$ cat src/rtl/snes_sd_pkg.sv
`default_nettype none
// ============================================================================
//  Module   : snes_sd_pkg
//  Purpose  : Shared types and constants for the backup-RAM sector server.
//  Revision : 1.0  initial release
// ============================================================================
package snes_sd_pkg;

    localparam int SECTOR_WORDS = 256;
    localparam int SECTOR_IDX_W = 8;

    typedef enum logic [2:0] {
        S_IDLE    = 3'd0,
        S_RD_REQ  = 3'd1,
        S_RD_PUT  = 3'd2,
        S_WR_ADDR = 3'd3,
        S_WR_CAP  = 3'd4,
        S_WR_REQ  = 3'd5,
        S_DONE    = 3'd6
    } bk_srv_state_t;

    // True when the sector number has bits above the usable LBA range.
    function automatic logic lba_out_of_range(input logic [31:0] lba, input int lba_w);
        return (lba >> lba_w) != 32'd0;
    endfunction

endpackage
`default_nettype wire

$ cat src/rtl/bk_sector_server_if.sv
`default_nettype none
// ============================================================================
//  Module   : bk_sector_server_if
//  Purpose  : Sector handshake plus word-wide backing-memory port bundle.
//  Revision : 1.0  initial release
// ============================================================================
interface bk_sector_server_if #(
    parameter int ADDR_W = 24
);
    logic [31:0]       sd_lba;
    logic              sd_rd;
    logic              sd_wr;
    logic              sd_ack;
    logic [7:0]        sd_buff_addr;
    logic [15:0]       sd_buff_dout;
    logic              sd_buff_wr;
    logic [15:0]       sd_buff_din;
    logic              ro;
    logic [ADDR_W-1:0] mem_addr;
    logic              mem_rd;
    logic              mem_wr;
    logic [15:0]       mem_din;
    logic [15:0]       mem_dout;
    logic              mem_ready;
    logic              busy;
    logic              err;

    modport slave (
        input  sd_lba, sd_rd, sd_wr, sd_buff_din, ro, mem_dout, mem_ready,
        output sd_ack, sd_buff_addr, sd_buff_dout, sd_buff_wr,
               mem_addr, mem_rd, mem_wr, mem_din, busy, err
    );

    modport master (
        output sd_lba, sd_rd, sd_wr, sd_buff_din, ro, mem_dout, mem_ready,
        input  sd_ack, sd_buff_addr, sd_buff_dout, sd_buff_wr,
               mem_addr, mem_rd, mem_wr, mem_din, busy, err
    );
endinterface
`default_nettype wire

$ cat src/rtl/bk_sector_server.sv
`default_nettype none
// ============================================================================
//  Module   : bk_sector_server
//  Purpose  : Serves one 256-word sector per request between the requester's
//             sector buffer and a request/ready word memory.
//  Revision : 1.0  initial release
// ============================================================================
module bk_sector_server
    import snes_sd_pkg::*;
#(
    parameter int ADDR_W = 24
) (
    input  wire logic         clk_sys,
    input  wire logic         RESET_N,
    bk_sector_server_if.slave bus
);
    localparam int LBA_W = ADDR_W - SECTOR_IDX_W;
    localparam logic [SECTOR_IDX_W-1:0] c_last_idx = SECTOR_IDX_W'(SECTOR_WORDS - 1);
    localparam logic [SECTOR_IDX_W-1:0] c_idx_one  = SECTOR_IDX_W'(1);

    bk_srv_state_t           r_state;
    bk_srv_state_t           w_state_nxt;
    logic [LBA_W-1:0]        r_lba;
    logic [SECTOR_IDX_W-1:0] r_idx;
    logic                    r_err;
    logic                    r_skip_wr;
    logic                    r_ack;
    logic                    r_buff_wr;
    logic [7:0]              r_buff_addr;
    logic [15:0]             r_buff_dout;
    logic [15:0]             r_mem_din;
    logic                    w_accept;
    logic                    w_rd_done;
    logic                    w_word_done;
    logic                    w_last;

    assign w_last = (r_idx == c_last_idx);

    always_ff @(posedge clk_sys or negedge RESET_N) begin
        if (!RESET_N) r_state <= S_IDLE;
        else          r_state <= w_state_nxt;
    end

    always_comb begin
        w_state_nxt = r_state;
        w_accept    = 1'b0;
        w_rd_done   = 1'b0;
        w_word_done = 1'b0;
        case (r_state)
            S_IDLE: begin
                if (bus.sd_rd || bus.sd_wr) begin
                    w_accept    = 1'b1;
                    w_state_nxt = bus.sd_rd ? S_RD_REQ : S_WR_ADDR;
                end
            end
            // Out-of-range reads complete without touching memory.
            S_RD_REQ: begin
                if (r_err || bus.mem_ready) begin
                    w_rd_done   = 1'b1;
                    w_state_nxt = S_RD_PUT;
                end
            end
            S_RD_PUT:  w_word_done = 1'b1;
            S_WR_ADDR: w_state_nxt = S_WR_CAP;
            S_WR_CAP: begin
                if (r_skip_wr) w_word_done = 1'b1;
                else           w_state_nxt = S_WR_REQ;
            end
            S_WR_REQ:  w_word_done = bus.mem_ready;
            S_DONE:    w_state_nxt = S_IDLE;
            default:   w_state_nxt = S_IDLE;
        endcase
        if (w_word_done) begin
            if (w_last)                  w_state_nxt = S_DONE;
            else if (r_state == S_RD_PUT) w_state_nxt = S_RD_REQ;
            else                         w_state_nxt = S_WR_ADDR;
        end
    end

    always_ff @(posedge clk_sys or negedge RESET_N) begin
        if (!RESET_N) begin
            r_lba       <= '0;
            r_idx       <= '0;
            r_err       <= 1'b0;
            r_skip_wr   <= 1'b0;
            r_ack       <= 1'b0;
            r_buff_wr   <= 1'b0;
            r_buff_addr <= '0;
            r_buff_dout <= '0;
            r_mem_din   <= '0;
        end else begin
            r_buff_wr <= 1'b0;
            if (w_accept) begin
                r_lba       <= bus.sd_lba[LBA_W-1:0];
                r_idx       <= '0;
                r_ack       <= 1'b1;
                r_err       <= lba_out_of_range(bus.sd_lba, LBA_W);
                r_skip_wr   <= lba_out_of_range(bus.sd_lba, LBA_W) || bus.ro;
                r_buff_addr <= '0;
            end
            if (w_rd_done) begin
                r_buff_dout <= r_err ? 16'h0000 : bus.mem_dout;
                r_buff_addr <= r_idx;
                r_buff_wr   <= 1'b1;
            end
            if (r_state == S_WR_CAP) r_mem_din <= bus.sd_buff_din;
            // Write path presents the next word's buffer address one cycle
            // ahead so the registered buffer RAM has its data ready in WR_CAP.
            if (w_word_done) begin
                if (w_last) begin
                    r_ack <= 1'b0;
                end else begin
                    r_idx <= r_idx + c_idx_one;
                    if (r_state != S_RD_PUT) r_buff_addr <= r_idx + c_idx_one;
                end
            end
        end
    end

    assign bus.sd_ack       = r_ack;
    assign bus.sd_buff_addr = r_buff_addr;
    assign bus.sd_buff_dout = r_buff_dout;
    assign bus.sd_buff_wr   = r_buff_wr;
    assign bus.mem_addr     = {r_lba, r_idx};
    assign bus.mem_rd       = (r_state == S_RD_REQ) && !r_err;
    assign bus.mem_wr       = (r_state == S_WR_REQ);
    assign bus.mem_din      = r_mem_din;
    assign bus.busy         = (r_state != S_IDLE);
    assign bus.err          = r_err;

endmodule
`default_nettype wire

$ cat src/flat_wrapper.sv
// flat-port wrapper written by rule: the top's interface ports become plain ports
module bk_sector_server_flat import snes_sd_pkg::*;
#(
    parameter int ADDR_W = 24
)
  (clk_sys, RESET_N, bus_sd_lba, bus_sd_rd, bus_sd_wr, bus_sd_buff_din, bus_ro, bus_mem_dout, bus_mem_ready, bus_sd_ack, bus_sd_buff_addr, bus_sd_buff_dout, bus_sd_buff_wr, bus_mem_addr, bus_mem_rd, bus_mem_wr, bus_mem_din, bus_busy, bus_err);
  bk_sector_server_if #(.ADDR_W(ADDR_W)) bus_i ();
  input  wire logic clk_sys;
  input  wire logic RESET_N;
  input wire logic [$bits(bus_i.sd_lba)-1:0] bus_sd_lba;
  input wire logic [$bits(bus_i.sd_rd)-1:0] bus_sd_rd;
  input wire logic [$bits(bus_i.sd_wr)-1:0] bus_sd_wr;
  input wire logic [$bits(bus_i.sd_buff_din)-1:0] bus_sd_buff_din;
  input wire logic [$bits(bus_i.ro)-1:0] bus_ro;
  input wire logic [$bits(bus_i.mem_dout)-1:0] bus_mem_dout;
  input wire logic [$bits(bus_i.mem_ready)-1:0] bus_mem_ready;
  output wire logic [$bits(bus_i.sd_ack)-1:0] bus_sd_ack;
  output wire logic [$bits(bus_i.sd_buff_addr)-1:0] bus_sd_buff_addr;
  output wire logic [$bits(bus_i.sd_buff_dout)-1:0] bus_sd_buff_dout;
  output wire logic [$bits(bus_i.sd_buff_wr)-1:0] bus_sd_buff_wr;
  output wire logic [$bits(bus_i.mem_addr)-1:0] bus_mem_addr;
  output wire logic [$bits(bus_i.mem_rd)-1:0] bus_mem_rd;
  output wire logic [$bits(bus_i.mem_wr)-1:0] bus_mem_wr;
  output wire logic [$bits(bus_i.mem_din)-1:0] bus_mem_din;
  output wire logic [$bits(bus_i.busy)-1:0] bus_busy;
  output wire logic [$bits(bus_i.err)-1:0] bus_err;
  assign bus_i.sd_lba = bus_sd_lba;
  assign bus_i.sd_rd = bus_sd_rd;
  assign bus_i.sd_wr = bus_sd_wr;
  assign bus_i.sd_buff_din = bus_sd_buff_din;
  assign bus_i.ro = bus_ro;
  assign bus_i.mem_dout = bus_mem_dout;
  assign bus_i.mem_ready = bus_mem_ready;
  assign bus_sd_ack = bus_i.sd_ack;
  assign bus_sd_buff_addr = bus_i.sd_buff_addr;
  assign bus_sd_buff_dout = bus_i.sd_buff_dout;
  assign bus_sd_buff_wr = bus_i.sd_buff_wr;
  assign bus_mem_addr = bus_i.mem_addr;
  assign bus_mem_rd = bus_i.mem_rd;
  assign bus_mem_wr = bus_i.mem_wr;
  assign bus_mem_din = bus_i.mem_din;
  assign bus_busy = bus_i.busy;
  assign bus_err = bus_i.err;
  bk_sector_server #(.ADDR_W(ADDR_W)) u_core (.clk_sys(clk_sys), .RESET_N(RESET_N), .bus(bus_i));
endmodule
$ cat config.mk
export PLATFORM = sky130hd
export DESIGN_NAME = bk_sector_server_flat
export DESIGN_NICKNAME = d
export VERILOG_FILES = /design/src/rtl/snes_sd_pkg.sv /design/src/rtl/bk_sector_server_if.sv /design/src/rtl/bk_sector_server.sv /design/src/flat_wrapper.sv
export SDC_FILE = /design/constraint.sdc
export NUM_CORES = 1
export LEC_CHECK = 0
export BUFFER_PORTS_ARGS = -buffer_cell sky130_fd_sc_hd__buf_2
export CAP_MARGIN = 20
export CELL_PAD_IN_SITES_DETAIL_PLACEMENT = 0
export CELL_PAD_IN_SITES_GLOBAL_PLACEMENT = 2
export CORE_UTILIZATION = 30
export DETAILED_ROUTE_END_ITERATION = 7
export GPL_ROUTABILITY_DRIVEN = 1
export PLACE_DENSITY = 0.82
export SETUP_SLACK_MARGIN = 0.1
export SLEW_MARGIN = 20
export SYNTH_ARGS = -nofsm -noshare
export SYNTH_HDL_FRONTEND = slang
export SYNTH_SLANG_ARGS = --single-unit
$ cat constraint.sdc
create_clock -name clk_sys -period 2.73 [get_ports clk_sys]
set_input_delay 0.4095 -clock clk_sys [delete_from_list [all_inputs] [get_ports clk_sys]]
set_output_delay 0.4095 -clock clk_sys [all_outputs]
set_load 0.02 [all_outputs]
* After elaboration in Yosys (flattened, before gate mapping)
Cells that the tools add are included.
** Cells by class
- Muxes and demuxes :: 27
- Add/subtract/negate cells :: 1
- Equality and inequality tests :: 11
- Reductions and logical operators :: 10
** Operators by type and width (count)
- 2-to-1 mux 8 bit :: 8
- nonzero test 32 bit :: 1
- 2-to-1 mux 16 bit :: 1
- 2-to-1 mux 3 bit :: 5
- one-hot mux 3 bit (5 select lines) :: 1
- 2-to-1 mux 1 bit :: 9
- adder 8 x 1 -> 8 bit, second input constant :: 1
- equality test 8 bit, second input constant :: 1
- equality test 3 x 2 -> 1 bit, second input constant :: 2
- equality test 3 bit, second input constant :: 2
- != test 3 x 1 -> 1 bit, second input constant :: 2
- 2-to-1 mux 2 bit :: 2
- AND reduction 4 bit :: 1
- equality test 3 x 1 -> 1 bit, second input constant :: 1
- logical NOT 3 bit :: 1
- logical OR 1 bit :: 3
- != test 3 x 2 -> 1 bit, second input constant :: 1
- != test 3 bit, second input constant :: 1
- one-hot mux 1 bit (3 select lines) :: 1
- nonzero test 3 bit :: 1
- != test 2 x 1 -> 1 bit, second input constant :: 1
- OR reduction 2 bit :: 1
- logical AND 1 bit :: 1
- logical NOT 1 bit :: 1
** Storage, ports and cells
- Logic and storage cells :: 59
- Output and inout bits :: 70
- Input port bits :: 70
- Bits in registers :: 71

* Depth between registers and ports, before layout
- Depth in word-level cells :: 8
- Gate-level depth with buffers :: 7
- Gate-level depth less buffers :: 5

* Worst setup path after synthesis
Ideal clock, no wire load.
- Kind :: reg-to-reg
- Start :: register u_core.r_idx[0]
- End :: register u_core.r_buff_addr[4], in the netlist u_core.bus.sd_buff_addr[4]
- Arrival :: 1.687 ns
- Slack :: 0.932 ns
- Data required time :: 2.619 ns
- Stages on the path, launching flop included :: 6
- Cells stage by stage :: dfrtp_1 > ha_1 > and3_1 > a211oi_4 > nor2_2 > a222oi_1
** Between the ends
- Cells in the longest elaborated chain, start to end :: 4
- Elaborated cells on any way between the ends :: 5
** Ends and longest elaborated chain
- from (decl) :: line bk_sector_server.sv:24 : logic [SECTOR_IDX_W-1:0] r_idx;
- from (signal assigned) :: line bk_sector_server.sv:113 : r_idx <= r_idx + c_idx_one;
- adder 8 x 1 -> 8 bit :: line bk_sector_server.sv:114 : if (r_state != S_RD_PUT) r_buff_addr <= r_idx + c_idx_one;
- 2-to-1 mux 8 bit :: line bk_sector_server.sv:114
- 2-to-1 mux 8 bit (*) :: line bk_sector_server.sv:110 : if (w_last) begin
- 2-to-1 mux 8 bit (*) :: line bk_sector_server.sv:109 : if (w_word_done) begin
- to (signal assigned) :: line bk_sector_server.sv:103 : r_buff_addr <= r_idx;
- to (signal assigned) :: line bk_sector_server.sv:114
- to (decl) :: line bk_sector_server.sv:29 : logic [7:0] r_buff_addr;
Every way passes the cells marked *; elsewhere a longest branch is shown, timed or not.
A chain may end at the register's enable or synchronous reset.

* Worst setup path after layout
- Start :: register u_core.r_state[2]
- End :: output port bus_mem_wr
** Between the ends
- Cells in the longest elaborated chain, start to end :: 1
** Ends and longest elaborated chain
- from (decl) :: line bk_sector_server.sv:21 : bk_srv_state_t r_state;
- from (signal assigned) :: line bk_sector_server.sv:41 : else r_state <= w_state_nxt;
- equality test 3 bit :: line bk_sector_server.sv:126 : assign bus.mem_wr = (r_state == S_WR_REQ);
- to (decl) :: line flat_wrapper.sv:23 : output wire logic [$bits(bus_i.mem_wr)-1:0] bus_mem_wr;
Every way passes these cells.

==> key figures <==
Synthesis
  – Synth unique cells: 47
  – Synth Net Count: 356
  – EDFF count, synth: 0
  – Syn Area/Cell: 10.9 µm²
  – Register area share after synthesis: 0.572
  – Top FF cell, synth: dfrtp_1
  – Syn. warnings: 0
  – Syn Inst Count: 285
  – Asr flop ratio synth: 1.00
  – Synth Cell Area: 3110 µm²
  – Synthesized flop and latch total: 71

Clocking
  – H-tree depth: 3
  – Max clock buf depth: 2
  – # hold bufs at CTS: 0
  – Resized Gates After CTS: 0
  – Post-CTS setup buffer count: 0
  – CTS clk-pin slew, worst paths: 0.09 ns
  – Worst skew pair latency: 0.34 ns
  – CTS tree: done
  – Root buffer cell: clkbuf_8
  – Cts bufs inserted: 9
  – Sink Count: 71

Layout
  – Share of layout cells above drive strength 1: 0.434
  – Post-layout util: 0.416
  – Antenna diode count: 0
  – Fin area: 4120 µm²
  – Area Overhead vs Synth: 32.5%
  – Nets: 495

Power and ir drop
  – Leak Pwr: 2.13 nW
  – Pint: 2.57 mW
  – Clock power frac: 0.187
  – Sw Share: 0.426
  – Comb power frac: 0.439
  – Peak supply drop: 0.367 mV
  – Pwr dens: 1090 nW/µm²
  – Sw power: 1.91 mW
  – Seq pwr share: 0.374

Die
  – Initial Utilization: 0.314
  – Ports: 140
  – Core Box Area: 9910 µm²
  – Full die area: 10800 µm²
  – Die X: 104 µm
  – Row count: 36
  – Die height: 104 µm

STA
  – Hold Violations, Final: 0
  – Setup Skew: 0.0120 ns
  – RSZ-0062 raised after global routing: no
  – # setup viols final: 0
  – Final TNS setup: 0 ns
  – Tcrit/Tclk final: 0.755
  – Worst Max-Slew Pin Slew: 0.919 ns
  – Fin Hold WS: 0.179 ns
  – Worst rel slew slack: 0.387
  – Fmax: 0.485 GHz
  – Worst setup margin: 0.668 ns
  – Slew Limit Fails: 0
  – Min Tclk post-route: 2.06 ns

Place
  – I/O Buffers: 139
  – Post-DP HPWL: 5990 µm
  – Pre-CTS WS: 0.709 ns
  – Placed Area: 3920 µm²
  – GP Congestion: 0.805

Worst setup path
  – Crit path kind: reg2out
  – Critical R2R Capture: u_core.bus.sd_buff_addr[4]$_DFF_PN0_
  – Startpoint Class: flip-flop
  – Worst-path fanout max: 10
  – Cell Chain, Critical Path: nor2b_1 -> and2_1 -> buf_2
  – WP buf/inv: 1
  – Worst setup EP type: primary output
  – Top delay family on crit path: flip-flops
  – CP Data Required Time: 2.32 ns
  – Max incr delay on CP: 0.59 ns
  – Reg2reg path depth: 5
  – Crit Reg-Reg Startpoint: u_core.r_state[0]$_DFFE_PN0P_
  – Slowest cell on crit path: dfrtp_1
  – Crit path arrival time: 1.65 ns
  – FF-to-FF setup slack: 0.67 ns

Route
  – Post-DR wirelength/cell: 15.1 µm
  – Routed Antenna Nets: 0
  – Vias per cell: 4.89
  – Post-Route WL: 8480 µm
  – Initial drt markers: 144
  – Drc violations: 0
  – Via count: 2747
  – Pre-antenna DRT Iters: 4

GRT
  – Vias in the first global route: 2788
  – Initial antenna violation count: 0
  – Global route total overflow: 0
  – Total GRT Usage: 0.166
  – Largest net degree at the start of global routing: 72
  – First-pass GRT wire length: 14200 µm

Flow run
  – Max_cap viols: 0

Min path
  – Hold Crit Class: in2async

Outcome
  – Status: finished clean
==> state kept, by name (all words and copies together) (netlist names) <==
name / flops
u_core.r_skip_wr: 1
u_core.r_idx: 8
u_core.bus.sd_buff_wr: 1
u_core.bus.sd_ack: 1
u_core.bus.err: 1
u_core.bus.sd_buff_addr: 8
u_core.r_state: 3
u_core.bus.mem_din: 16
u_core.bus.sd_buff_dout: 16
u_core.r_lba: 16
==> worst max path at each step <==
| stage | start | end | slack [ns] | cells after the start |
|---|---|---|---|---|
| floorplan | u_core.r_idx[0]$_DFF_PN0_ | u_core.bus.sd_buff_addr[4]$_DFF_PN0_ | 0.93 | 5 |
| global placement | bus_mem_ready | u_core.bus.sd_buff_addr[7]$_DFF_PN0_ | 0.75 | 6 |
| detailed placement | u_core.r_state[0]$_DFFE_PN0P_ | u_core.bus.sd_buff_addr[4]$_DFF_PN0_ | 0.71 | 5 |
| CTS | u_core.r_state[2]$_DFFE_PN0P_ | bus_mem_wr | 0.66 | 3 |
| global route | u_core.r_state[0]$_DFFE_PN0P_ | u_core.bus.sd_buff_addr[4]$_DFF_PN0_ | 0.51 | 5 |
| finish | u_core.r_state[2]$_DFFE_PN0P_ | bus_mem_wr | 0.67 | 3 |
==> cell usage after synthesis (3+ instances only) <==
master | number | area (µm²)
a21oi_1 | 11 | 55.1
a221oi_1 | 4 | 35.0
a22o_1 | 16 | 140
and3_1 | 8 | 50.1
buf_2 | 8 | 40.0
buf_4 | 3 | 22.5
dfrtp_1 | 71 | 1780
inv_1 | 8 | 30.0
mux2_2 | 17 | 191
nand2_1 | 59 | 221
nand3_1 | 8 | 40.0
nor2_1 | 11 | 41.3
nor4_1 | 4 | 25.0
o211ai_1 | 3 | 22.5
o21ai_0 | 12 | 60.1
==> per-stage QoR <==
stage | std cells | power, mW
after floorplan | 285 | 3.03
after global placement | 546 | 3.65
after detailed placement | 546 | 3.69
after CTS | 562 | 4.55
after global routing | 562 | 4.83
final | 562 | 4.48
==> worst register-to-register path: cells and delay by family, from the launching register on <==
family | cells | cell delay (ns)
simple gates | 2 | 0.41
compound gates | 2 | 0.61
buf+inv | 1 | 0.30
flops | 1 | 0.64
==> layout by cell type, fill, tap and decap left out, types with 2 or more instances in the layout <==
master and count:
a21oi_1 11, a221oi_1 4, a22o_1 16, a2bb2oi_1 2
a31oi_1 2, and2_1 2, and3_1 8, buf_2 138
buf_4 3, clkbuf_8 9, clkinv_2 2, clkinvlp_4 2
dfrtp_1 71, inv_1 8, mux2_2 17, mux2i_1 2
nand2_1 59, nand2b_1 2, nand3_1 8, nand4_1 2
nor2_1 11, nor2_2 2, nor4_1 4, o211ai_1 3
o21a_1 2, o21ai_0 12
==> power by group through the flow <==
stage	registers [mW]	logic [mW]	clock network, mW
6_report	1.68	1.97	0.837
5_1_grt	1.73	2.18	0.921
4_1_cts	1.68	1.99	0.879
3_5_place_dp	1.69	1.99	0
3_3_place_gp	1.68	1.98	0
2_1_floorplan	2.01	1.02	0
==> area by class of cell <==
class | instances | area [µm²]
Fill cell | 1051 | 5790
Sequential cell | 71 | 1780
Multi-Input combinational cell | 193 | 1230
Timing Repair Buffer | 141 | 713
Tap cell | 133 | 166
Clock buffer | 9 | 124
Clock inverter | 7 | 72.6
Inverter | 8 | 30.0
==> cells by family (layout without fill, tap and decap cells) <==
kind of cell,Yosys count,after routing,share of synthesized area
and+or+nand+nor,107,107,0.163
buffers and inverters,21,165,0.0322
xor gates and xnor gates,1,1,0.00282
AOI/OAI and AO/OA,65,65,0.158
DFF,71,71,0.572
adders and majority gates,1,1,0.00403
muxes,19,19,0.0680
==> layer usage <==
metal	track usage	routed length, µm	vias up	share of wire
met4	0.0561	90	0	0.011
met2	0.263	3920	122	0.46
met5	0	0	-	0
met3	0.0516	643	8	0.076
met1	0.214	3830	1321	0.45
li1	-	-	1296	-
(Power assumes the default switching activity.)
